$ cat src/rtl/mem_access_pkg.sv
// mem_access_pkg: shared types, size masks and lane helpers
// for the mem_access_unit load/store initiator.
package mem_access_pkg;
  localparam int WORD_BYTES = 4;
  localparam int WORD_BITS  = 8 * WORD_BYTES;

  typedef enum logic [1:0] {
    SZ_BYTE = 2'b00,
    SZ_HALF = 2'b01,
    SZ_WORD = 2'b10,
    SZ_RSVD = 2'b11
  } mem_size_t;

  typedef enum logic {
    ST_IDLE = 1'b0,
    ST_RESP = 1'b1
  } state_t;

  localparam logic [3:0] MASK_BYTE = 4'b0001;
  localparam logic [3:0] MASK_HALF = 4'b0011;
  localparam logic [3:0] MASK_WORD = 4'b1111;

  function automatic logic [3:0] size_mask(mem_size_t s);
    logic [3:0] m;
    unique case (1'b1)
      s == SZ_BYTE: m = MASK_BYTE;
      s == SZ_HALF: m = MASK_HALF;
      s == SZ_WORD: m = MASK_WORD;
      default:      m = 4'b0000;
    endcase
    return m;
  endfunction

  function automatic logic size_err(mem_size_t s, logic [1:0] off);
    logic e;
    unique case (1'b1)
      s == SZ_BYTE: e = 1'b0;
      s == SZ_HALF: e = off[0];
      s == SZ_WORD: e = |off;
      default:      e = 1'b1;
    endcase
    return e;
  endfunction

  function automatic logic [WORD_BITS-1:0] lane_data(
    mem_size_t              s,
    logic [WORD_BITS-1:0]   d
  );
    logic [WORD_BITS-1:0] r;
    unique case (1'b1)
      s == SZ_BYTE: r = {4{d[7:0]}};
      s == SZ_HALF: r = {2{d[15:0]}};
      default:      r = d;
    endcase
    return r;
  endfunction
endpackage

$ cat src/rtl/mem_access_if.sv
// mem_access_if: core-side request/response handshake
// bundle of mem_access_unit (unit is the slave).
interface mem_access_if #(
  parameter int ADDR_WIDTH = 7
);
  import mem_access_pkg::*;

  logic                  req_valid;
  logic                  req_ready;
  logic                  req_write;
  mem_size_t             req_size;
  logic                  req_unsigned;
  logic [ADDR_WIDTH-1:0] req_address;
  logic [WORD_BITS-1:0]  req_wr_data;
  logic                  resp_valid;
  logic                  resp_ready;
  logic [WORD_BITS-1:0]  resp_rd_data;
  logic                  resp_error;

  modport master (
    output req_valid, req_write, req_size,
    output req_unsigned, req_address, req_wr_data,
    output resp_ready,
    input  req_ready, resp_valid,
    input  resp_rd_data, resp_error
  );

  modport slave (
    input  req_valid, req_write, req_size,
    input  req_unsigned, req_address, req_wr_data,
    input  resp_ready,
    output req_ready, resp_valid,
    output resp_rd_data, resp_error
  );
endinterface

$ cat src/rtl/mem_load_align.sv
// mem_load_align: picks the addressed lane(s) of a memory
// word and sign/zero-extends them to 32 bits.
module mem_load_align
  import mem_access_pkg::*;
(
  input  logic [WORD_BITS-1:0] mem_rd_data_i,
  input  logic [1:0]           offset_i,
  input  mem_size_t            size_i,
  input  logic                 unsigned_i,
  output logic [WORD_BITS-1:0] result_o
);
  logic [7:0]  b;
  logic [15:0] h;

  assign b = mem_rd_data_i[{offset_i, 3'b000} +: 8];
  assign h = offset_i[1] ? mem_rd_data_i[31:16]
                         : mem_rd_data_i[15:0];

  always_comb begin
    result_o = '0;
    unique case (1'b1)
      size_i == SZ_BYTE:
        result_o = {{24{b[7] & ~unsigned_i}}, b};
      size_i == SZ_HALF:
        result_o = {{16{h[15] & ~unsigned_i}}, h};
      size_i == SZ_WORD:
        result_o = mem_rd_data_i;
      default:
        result_o = '0;
    endcase
  end
endmodule

$ cat src/rtl/mem_access_unit.sv
// mem_access_unit: load/store initiator for one block-memory port.
// Optional MEM_ACCESS_STATS_EN adds load/store/error counters.
module mem_access_unit
  import mem_access_pkg::*;
#(
  parameter  int CAPACITY_BYTES = 128,
  localparam int ADDR_WIDTH     = $clog2(CAPACITY_BYTES)
) (
  input  logic                  clk,
  input  logic                  reset_n,
  mem_access_if.slave           bus,
  output logic [ADDR_WIDTH-1:0] mem_address,
  output logic                  mem_rd_en,
  output logic [3:0]            mem_wr_en,
  output logic [WORD_BITS-1:0]  mem_wr_data,
  input  logic [WORD_BITS-1:0]  mem_rd_data
`ifdef MEM_ACCESS_STATS_EN
  ,
  output logic [31:0]           stat_loads,
  output logic [31:0]           stat_stores,
  output logic [31:0]           stat_errors
`endif
);
  state_t    state_q, state_d;
  mem_size_t size_q;
  logic      uns_q, wr_q, err_q;
  logic [1:0] off_q;

  logic       accept, ready, req_bad, resp_valid;
  logic [1:0] off;
  logic [WORD_BITS-1:0] load_data;

  assign off     = bus.req_address[1:0];
  assign req_bad = size_err(bus.req_size, off);
  assign ready   = reset_n &&
                   (state_q == ST_IDLE || bus.resp_ready);
  assign accept  = bus.req_valid && ready;
  assign bus.req_ready = ready;

  // Enables only ever fire on a clean handshake.
  always_comb begin
    state_d     = state_q;
    mem_rd_en   = 1'b0;
    mem_wr_en   = '0;
    mem_address = bus.req_address;
    mem_wr_data = lane_data(bus.req_size, bus.req_wr_data);
    if (accept) begin
      state_d = ST_RESP;
      if (!req_bad) begin
        mem_rd_en = !bus.req_write;
        mem_wr_en = bus.req_write
                  ? size_mask(bus.req_size) << off
                  : 4'b0000;
      end
    end else if (state_q == ST_RESP && bus.resp_ready) begin
      state_d = ST_IDLE;
    end
  end

  always_ff @(posedge clk) begin
    if (!reset_n) begin
      state_q <= ST_IDLE;
      size_q  <= SZ_BYTE;
      uns_q   <= 1'b0;
      wr_q    <= 1'b0;
      err_q   <= 1'b0;
      off_q   <= 2'b00;
    end else begin
      state_q <= state_d;
      if (accept) begin
        size_q <= bus.req_size;
        uns_q  <= bus.req_unsigned;
        wr_q   <= bus.req_write;
        err_q  <= req_bad;
        off_q  <= off;
      end
    end
  end

  mem_load_align u_align (
    .mem_rd_data_i (mem_rd_data),
    .offset_i      (off_q),
    .size_i        (size_q),
    .unsigned_i    (uns_q),
    .result_o      (load_data)
  );

  // Read data is live from the port; it holds since rd_en stays low.
  assign resp_valid       = state_q == ST_RESP;
  assign bus.resp_valid   = resp_valid;
  assign bus.resp_error   = resp_valid && err_q;
  assign bus.resp_rd_data = (resp_valid && !wr_q && !err_q)
                          ? load_data : '0;

`ifdef MEM_ACCESS_STATS_EN
  logic [31:0] loads_q, stores_q, errors_q;

  always_ff @(posedge clk) begin
    if (!reset_n) begin
      loads_q  <= '0;
      stores_q <= '0;
      errors_q <= '0;
    end else if (accept) begin
      if (req_bad)
        errors_q <= errors_q + 32'd1;
      else if (bus.req_write)
        stores_q <= stores_q + 32'd1;
      else
        loads_q  <= loads_q + 32'd1;
    end
  end

  assign stat_loads  = loads_q;
  assign stat_stores = stores_q;
  assign stat_errors = errors_q;
`endif
endmodule

$ cat src/flat_wrapper.sv
// flat-port wrapper written by rule: the top's interface ports become plain ports
module mem_access_unit_flat import mem_access_pkg::*;
#(
  parameter  int CAPACITY_BYTES = 128,
  localparam int ADDR_WIDTH     = $clog2(CAPACITY_BYTES)
)
  (clk, reset_n, mem_address, mem_rd_en, mem_wr_en, mem_wr_data, mem_rd_data, bus_req_valid, bus_req_write, bus_req_size, bus_req_unsigned, bus_req_address, bus_req_wr_data, bus_resp_ready, bus_req_ready, bus_resp_valid, bus_resp_rd_data, bus_resp_error);
  mem_access_if #(.ADDR_WIDTH((7))) bus_i ();
  input  logic clk;
  input  logic reset_n;
  output logic [ADDR_WIDTH-1:0] mem_address;
  output logic mem_rd_en;
  output logic [3:0] mem_wr_en;
  output logic [WORD_BITS-1:0] mem_wr_data;
  input  logic [WORD_BITS-1:0] mem_rd_data;
  input wire logic [$bits(bus_i.req_valid)-1:0] bus_req_valid;
  input wire logic [$bits(bus_i.req_write)-1:0] bus_req_write;
  input wire logic [$bits(bus_i.req_size)-1:0] bus_req_size;
  input wire logic [$bits(bus_i.req_unsigned)-1:0] bus_req_unsigned;
  input wire logic [$bits(bus_i.req_address)-1:0] bus_req_address;
  input wire logic [$bits(bus_i.req_wr_data)-1:0] bus_req_wr_data;
  input wire logic [$bits(bus_i.resp_ready)-1:0] bus_resp_ready;
  output wire logic [$bits(bus_i.req_ready)-1:0] bus_req_ready;
  output wire logic [$bits(bus_i.resp_valid)-1:0] bus_resp_valid;
  output wire logic [$bits(bus_i.resp_rd_data)-1:0] bus_resp_rd_data;
  output wire logic [$bits(bus_i.resp_error)-1:0] bus_resp_error;
  assign bus_i.req_valid = bus_req_valid;
  assign bus_i.req_write = bus_req_write;
  assign bus_i.req_size = bus_req_size;
  assign bus_i.req_unsigned = bus_req_unsigned;
  assign bus_i.req_address = bus_req_address;
  assign bus_i.req_wr_data = bus_req_wr_data;
  assign bus_i.resp_ready = bus_resp_ready;
  assign bus_req_ready = bus_i.req_ready;
  assign bus_resp_valid = bus_i.resp_valid;
  assign bus_resp_rd_data = bus_i.resp_rd_data;
  assign bus_resp_error = bus_i.resp_error;
  mem_access_unit #(.CAPACITY_BYTES(CAPACITY_BYTES)) u_core (.clk(clk), .reset_n(reset_n), .bus(bus_i), .mem_address(mem_address), .mem_rd_en(mem_rd_en), .mem_wr_en(mem_wr_en), .mem_wr_data(mem_wr_data), .mem_rd_data(mem_rd_data));
endmodule
$ cat config.mk
export PLATFORM = sky130hd
export DESIGN_NAME = mem_access_unit_flat
export DESIGN_NICKNAME = d
export VERILOG_FILES = /design/src/rtl/mem_access_pkg.sv /design/src/rtl/mem_access_if.sv /design/src/rtl/mem_load_align.sv /design/src/rtl/mem_access_unit.sv /design/src/flat_wrapper.sv
export SDC_FILE = /design/constraint.sdc
export NUM_CORES = 1
export LEC_CHECK = 0
export CAP_MARGIN = 20
export CELL_PAD_IN_SITES_DETAIL_PLACEMENT = 1
export CELL_PAD_IN_SITES_GLOBAL_PLACEMENT = 2
export CORE_UTILIZATION = 12
export DETAILED_ROUTE_END_ITERATION = 12
export GPL_TIMING_DRIVEN = 0
export PLACE_DENSITY_LB_ADDON = 0.15
export SLEW_MARGIN = 10
export SYNTH_ARGS = -nofsm -noshare
export SYNTH_HDL_FRONTEND = slang
export SYNTH_SLANG_ARGS = --single-unit
$ cat constraint.sdc
create_clock -name clk -period 2.35 [get_ports clk]
set_clock_uncertainty 0.05 [all_clocks]
set_input_delay 0.5875 -clock clk [delete_from_list [all_inputs] [get_ports clk]]
set_output_delay 0.5875 -clock clk [all_outputs]
set_load 0.02 [all_outputs]
Yosys cells after proc, flatten, opt, wreduce, memory -nomap -nowiden
Cells that the tools add are included.
Widths: inputs -> output; s select.
{"block": "word_totals", "register_bits": 8, "input_bits": 79, "output_inout_bits": 79, "word_cells": 45}
{"block": "classes", "eq_ne": 4, "shift": 2, "n_mux": 15, "n_bitwise": 4, "reduce_logical": 14}
{"operator": "$pmux 32 s3", "count": 1}
{"operator": "$pmux 32 s2", "count": 1}
{"operator": "$mux 32", "count": 1}
{"operator": "$shiftx 32x6->8", "count": 1}
{"operator": "$mux 4", "count": 5}
{"operator": "$mux 16", "count": 1}
{"operator": "$pmux 4 s3", "count": 1}
{"operator": "$logic_and 1x1->1", "count": 6}
{"operator": "$eq 2x1->1 const B", "count": 2}
{"operator": "$eq 2x2->1 const B", "count": 2}
{"operator": "$logic_not 2->1", "count": 2}
{"operator": "$mux 1", "count": 4}
{"operator": "$shl 4x2->4", "count": 1}
{"operator": "$logic_not 1->1", "count": 3}
{"operator": "$pmux 1 s3", "count": 1}
{"operator": "$and 1x1->1", "count": 2}
{"operator": "$not 1->1", "count": 2}
{"operator": "$reduce_bool 2->1", "count": 1}
{"operator": "$reduce_or 2->1", "count": 1}
{"operator": "$logic_or 1x1->1", "count": 1}

Depth between registers and ports, before layout
{"block": "logic_depth", "word_depth": 9, "ltp_mapped": 8, "depth_no_buf": 6}

Modules after synthesis
From an unflattened synthesis, not the netlist that was laid out.
{"block": "unflattened", "cells_unflattened": 283, "hier_area_um2": 2072.0}
{"mod": "mem_access_unit", "instances": 1, "cells_per_inst": 163, "area_per_inst_um2": 1204.9, "seq_area_each_um2": 160.2}
{"mod": "mem_load_align", "instances": 1, "cells_per_inst": 120, "area_per_inst_um2": 867.1, "seq_area_each_um2": 0.0}

Worst setup path before layout
OpenSTA, ideal clock, no wires.
{"block": "synth_path", "path_type": "input-to-output", "from": "input bus_req_size[1]", "to": "output mem_wr_en[1]", "arrival_ns": 2.325, "required_time_ns": 1.712, "setup_slack_ns": -0.613, "stages": 7, "path_buffers": 2, "path_cell_list": "clkbuf_1 -> inv_1 -> ha_1 -> clkbuf_1 -> nor2_1 -> o21bai_1 -> nor4_1"}
{"block": "synth_between", "elab_chain_len": 8, "word_cells_on_any_way": 11, "cone_classes": "eq/ne (2); shift (1); mux (7); reduce/logical (1)"}
{"element": "start, declared", "line": "flat_wrapper.sv:18", "rtl": "input wire logic [$bits(bus_i.req_size)-1:0] bus_req_size;"}
{"element": "$eq 2x2->1 (tied with other cells)", "line": "mem_access_pkg.sv:28, mem_access_pkg.sv:39"}
{"element": "$pmux 4 s3", "line": "mem_access_pkg.sv:25", "rtl": "unique case (1'b1)"}
{"element": "$mux 4", "line": "mem_access_unit.sv:49", "rtl": "if (!req_bad) begin"}
{"element": "$mux 4", "line": "mem_access_unit.sv:47", "rtl": "if (accept) begin"}
{"element": "$shl 4x2->4", "line": "mem_access_unit.sv:52", "rtl": "? size_mask(bus.req_size) << off"}
{"element": "$mux 4", "line": "mem_access_unit.sv:52"}
{"element": "$mux 4 (*)", "line": "mem_access_unit.sv:49"}
{"element": "$mux 4 (*)", "line": "mem_access_unit.sv:47"}
{"element": "end, declared", "line": "flat_wrapper.sv:13", "rtl": "output logic [3:0] mem_wr_en;"}
Mark *: on every way between the ends. The rest lies on a longest branch, timed or not. The select of a mux whose other input is x is not followed.

Final worst setup path
{"block": "layout_path", "from": "register u_core.off_q[1]", "to": "output bus_resp_rd_data[23]"}
{"block": "layout_between", "elab_chain_len": 4, "word_cells_on_any_way": 6, "cone_classes": "shift (1); mux (3); bitwise (2)"}
{"element": "start, declared", "line": "mem_access_unit.sv:27", "rtl": "logic [1:0] off_q;"}
{"element": "start signal, assigned", "line": "mem_access_unit.sv:67", "rtl": "off_q <= 2'b00;"}
{"element": "start signal, assigned", "line": "mem_access_unit.sv:75", "rtl": "off_q <= off;"}
{"element": "$shiftx 32x6->8 / $mux 16 (equally long branches)", "line": "mem_load_align.sv:15, mem_load_align.sv:16"}
{"element": "$and 1x1->1 (on tied branches)", "line": "mem_load_align.sv:23, mem_load_align.sv:25"}
{"element": "$pmux 32 s3 (*)", "line": "mem_load_align.sv:21", "rtl": "unique case (1'b1)"}
{"element": "$mux 32 (*)", "line": "mem_access_unit.sv:93", "rtl": "? load_data : '0;"}
{"element": "end, declared", "line": "flat_wrapper.sv:25", "rtl": "output wire logic [$bits(bus_i.resp_rd_data)-1:0] bus_resp_rd_data;"}
Mark *: on every way between the ends. The rest lies on a longest branch, timed or not.

==> report_table.html <==
<table>
<tr><th>Metric</th><th>Value</th></tr>
<tr><th colspan="2">Outcome</th></tr>
<tr><td>Result of the run</td><td>finished, violations left</td></tr>
<tr><td>Violations in the final reports</td><td>setup timing</td></tr>
<tr><th colspan="2">Global route</th></tr>
<tr><td>Initial antenna violation count</td><td>0</td></tr>
<tr><td>Largest net degree at the start of global routing</td><td>11</td></tr>
<tr><td>Total congestion overflow after global routing</td><td>0</td></tr>
<tr><td>Via count of the first global-routing pass</td><td>2562</td></tr>
<tr><td>Aggregate global-route resource usage</td><td>0.136</td></tr>
<tr><td>Global-route wire length before repair</td><td>13800 um</td></tr>
<tr><th colspan="2">Power and ir drop</th></tr>
<tr><td>Static leakage</td><td>between 0.0015 and 0.002 uW</td></tr>
<tr><td>Maximum resistive drop on vdd</td><td>0.191 mV</td></tr>
<tr><td>Power density over the cells</td><td>approximately 350 nW/um^2</td></tr>
<tr><th colspan="2">Clock network</th></tr>
<tr><td>Source-to-sink clock delay at the later pin of the worst-skew pair</td><td>230 ps</td></tr>
<tr><td>Clk buf depth</td><td>2</td></tr>
<tr><td>CTS tree</td><td>done</td></tr>
<tr><td>Clock-pin slew reported for the worst setup and hold paths after clock tree synthesis</td><td>40 ps</td></tr>
<tr><td>H-tree Lvls</td><td>1</td></tr>
<tr><td>TritonCTS buffer count</td><td>3</td></tr>
<tr><td>Clock net sink count</td><td>8</td></tr>
<tr><td>Master cell of the clock root buffer</td><td>sky130_fd_sc_hd__clkbuf_16</td></tr>
<tr><th colspan="2">Yosys</th></tr>
<tr><td>Count of flip-flops with a built-in enable after synthesis</td><td>0</td></tr>
<tr><td>Cells after synthesis</td><td>219</td></tr>
<tr><td>Netlist area before placement</td><td>1520 sq um</td></tr>
<tr><td>Most used flip-flop cell after synthesis</td><td>sky130_fd_sc_hd__dfxtp_1</td></tr>
<tr><td>Most area-consuming cells after synthesis</td><td>sky130_fd_sc_hd__mux2_2 13%, sky130_fd_sc_hd__dfxtp_1 11%, sky130_fd_sc_hd__nand2_1 9.1%, sky130_fd_sc_hd__a22oi_1 7.9%, sky130_fd_sc_hd__buf_4 7.4%</td></tr>
<tr><td>Synth async-reset ratio</td><td>0</td></tr>
<tr><td>Synthesis Warnings</td><td>0</td></tr>
<tr><td>Mean cell area of the mapped netlist</td><td>6.95 sq um</td></tr>
<tr><td>Area fraction of the dominant cell type after synthesis</td><td>0.126</td></tr>
<tr><td>Number of nets in the synthesized netlist</td><td>303</td></tr>
<tr><td>Library cell with the largest summed area after synthesis</td><td>sky130_fd_sc_hd__mux2_2</td></tr>
<tr><td>Most frequent cell after synthesis</td><td>sky130_fd_sc_hd__nand2_1</td></tr>
<tr><td>Top post-synthesis cells by count</td><td>37 x sky130_fd_sc_hd__nand2_1, 17 x sky130_fd_sc_hd__mux2_2, 16 x sky130_fd_sc_hd__a22oi_1, 15 x sky130_fd_sc_hd__a21oi_1, 15 x sky130_fd_sc_hd__buf_4</td></tr>
<tr><td>Number of synthesized register bits</td><td>8</td></tr>
<tr><td>Fraction of the yosys area taken by sequential cells</td><td>0.105</td></tr>
<tr><td>Number of distinct standard cells referenced by the synthesized netlist</td><td>34</td></tr>
<tr><th colspan="2">Detailed routing</th></tr>
<tr><td>Total length of routed wires</td><td>9240 um</td></tr>
<tr><td>Vias per std cell</td><td>4.26</td></tr>
<tr><td>Via Count</td><td>2432</td></tr>
<tr><td>Count of unresolved DRC violations after routing</td><td>0</td></tr>
<tr><td>Average wire length per cell after detail routing</td><td>approximately 16 um</td></tr>
<tr><td>First-pass detailed-route iteration total</td><td>5</td></tr>
<tr><td>Number of DRC markers in iteration 0</td><td>104</td></tr>
<tr><td>Antenna-violating nets left</td><td>0</td></tr>
<tr><th colspan="2">Setup path</th></tr>
<tr><td>Sort of element at the start of the critical path</td><td>flop</td></tr>
<tr><td>Required time of the critical path</td><td>1710 ps</td></tr>
<tr><td>Type of the worst setup path</td><td>flop to output port</td></tr>
<tr><td>Max FO, Critical Path</td><td>8</td></tr>
<tr><td>Worst setup EP type</td><td>output port</td></tr>
<tr><td>Data arrival time of the critical path</td><td>1920 ps</td></tr>
<tr><th colspan="2">Timing</th></tr>
<tr><td>Slew at the pin with the worst max-slew slack</td><td>around 420 ps</td></tr>
<tr><td>Achievable frequency</td><td>between 300 and 400 MHz</td></tr>
<tr><td>Unrepaired setup endpoints after global routing</td><td>true</td></tr>
<tr><td>Minimum clock period</td><td>between 2000 and 3000 ps</td></tr>
<tr><td>Final worst slack</td><td>-211 ps</td></tr>
<tr><td>Max-slew headroom at the worst pin</td><td>0.720</td></tr>
<tr><td>Number of failing setup endpoints in the final timing report</td><td>22</td></tr>
<tr><td>Tightest hold margin</td><td>422 ps</td></tr>
<tr><td>Final critical-path share of the clock period</td><td>1.09</td></tr>
<tr><td>Final Hold Fails</td><td>0</td></tr>
<tr><td>Number of max-slew violations in the final report</td><td>0</td></tr>
<tr><th colspan="2">Finish</th></tr>
<tr><td>Ant. Diodes</td><td>0</td></tr>
<tr><td>Multi-input logic area</td><td>1560 sq um</td></tr>
<tr><td>Non-filler instance count after layout</td><td>571</td></tr>
<tr><td>Total number of nets in the final design</td><td>489</td></tr>
<tr><td>Share of layout cells above drive strength 1</td><td>0.524</td></tr>
<tr><td>Count of filler cells inserted in the layout</td><td>~1500</td></tr>
<tr><td>Sequential Area</td><td>roughly 170 sq um</td></tr>
<tr><td>Signed area change from the synthesized netlist to the final layout</td><td>166%</td></tr>
<tr><td>Area of all placed cells without fillers</td><td>4040 sq um</td></tr>
<tr><th colspan="2">Placed design</th></tr>
<tr><td>Placed cell count</td><td>538</td></tr>
<tr><td>Number of buffers added on ports</td><td>151</td></tr>
<tr><td>Estimated wirelength of the detail-placed design</td><td>7010 um</td></tr>
<tr><td>Pre-CTS worst setup slack</td><td>-1590 ps</td></tr>
<tr><td>Final weighted congestion of routability-driven global placement</td><td>approximately 0.72</td></tr>
<tr><td>Area post-placement</td><td>3340 sq um</td></tr>
<tr><th colspan="2">Floorplan</th></tr>
<tr><td>Number of top-level pins</td><td>158</td></tr>
<tr><td>Core Region</td><td>12200 sq um</td></tr>
<tr><td>DIE HEIGHT</td><td>115 um</td></tr>
<tr><td>Row cnt</td><td>40</td></tr>
<tr><td>Total die area</td><td>around 13000 sq um</td></tr>
<tr><td>Die X</td><td>115 um</td></tr>
<tr><td>Effective utilization at floorplan</td><td>0.125</td></tr>
<tr><th colspan="2">Job</th></tr>
<tr><td>Number of max-capacitance violations reported</td><td>0</td></tr>
<tr><th colspan="2">Worst hold path</th></tr>
<tr><td>Class of the tightest hold or removal check</td><td>flop to flop</td></tr>
</table>
layer usage:
metal | routed length, um | global-route usage | vias up
li1 | - | - | 1163
met1 | 3880 | 0.165 | 1165
met2 | 4780 | 0.257 | 100
met3 | 539 | 0.0169 | 4
met4 | 36 | 0.0208 | 0
met5 | 0 | 0 | -
critical path, cell delays in order, from the launching register on:
cell and delay [ps]:
sky130_fd_sc_hd__dfxtp_4 360, sky130_fd_sc_hd__mux2i_2 150, sky130_fd_sc_hd__or3_1 320, sky130_fd_sc_hd__a211o_4 420, sky130_fd_sc_hd__buf_12 170, sky130_fd_sc_hd__a21oi_2 110
sky130_fd_sc_hd__buf_4 150
sequential cells by signal (all words and copies together), names as in the netlist:
register / cells
u_core.err_q: 1
u_core.uns_q: 1
u_core.wr_q: 1
u_core.off_q: 2
u_core.size_q: 2
u_core.bus.resp_valid: 1
final timing paths:
| kind | from | cells past startpoint | slack (ps) | endpoint |
|---|---|---|---|---|
| max | u_core.off_q[1] | 6 | -210 | bus_resp_rd_data[23] |
| min | u_core.wr_q | 2 | 420 | u_core.wr_q |
| max reg2reg | u_core.bus.resp_valid | 7 | 1100 | u_core.err_q |
| min reg2reg | u_core.wr_q | 2 | 420 | u_core.wr_q |
through the flow:
| stage | total power (uW) | setup TNS [ps] | utilization |
|---|---|---|---|
| final | 1400 | -2900 | 0.331 |
| after global routing | 1490 | -4450 | 0.331 |
| after CTS | 1340 | -4560 | 0.307 |
| after detailed placement | 954 | -66980 | 0.273 |
| after global placement | 953 | -66120 | 0.273 |
| after floorplan | 546 | 0 | - |
final cells by class:
type,instances,share of cell area
well taps,168,0.0520
multi-input cells,171,0.386
clock buffers,3,0.0186
plain buffers,30,0.0690
flip-flops and latches,8,0.0424
inverters,7,0.00897
repair buffers,184,0.423
cells in the final DEF, fill, tap and decap left out, types with 7 or more instances in the layout:
cell                              instances
sky130_fd_sc_hd__buf_6                   30
sky130_fd_sc_hd__clkbuf_2                11
sky130_fd_sc_hd__nand2_2                 11
sky130_fd_sc_hd__nand2_1                 24
sky130_fd_sc_hd__mux2_4                   9
sky130_fd_sc_hd__a22oi_1                 13
sky130_fd_sc_hd__buf_2                    9
sky130_fd_sc_hd__clkdlybuf4s50_1         55
sky130_fd_sc_hd__a21oi_2                 11
sky130_fd_sc_hd__clkdlybuf4s15_1          8
sky130_fd_sc_hd__a22o_1                   8
sky130_fd_sc_hd__a222oi_1                 7
sky130_fd_sc_hd__buf_4                   60
sky130_fd_sc_hd__nor2_1                   8
sky130_fd_sc_hd__mux2_2                   8
sky130_fd_sc_hd__dlygate4sd2_1           23
sky130_fd_sc_hd__a21oi_1                  8
power breakdown:
part	leakage [uW]	switching [uW]	internal, uW
logic	0.00163	467	492
clock network	0.0000370	63.0	219
registers	0.0000680	15.9	146
total	0.00173	546	857
logic make-up after synthesis:
family                     Yosys count  synth area share
AOI/OAI and AO/OA                   74             0.352
muxes                               19             0.147
buffers and inverters               40             0.142
DFF                                  8             0.105
and+or+nand+nor                     73             0.213
adders and majority gates            5            0.0411
what timing repair did:
action                     4_1_cts  5_1_grt
pin swaps                       27       30
cloned                           1        0
hold buffers                     0        0
gates resized for setup        393       85
setup endpoints to repair       72       52
buffers inserted                21       13
Power figures use the tool's default switching activity.
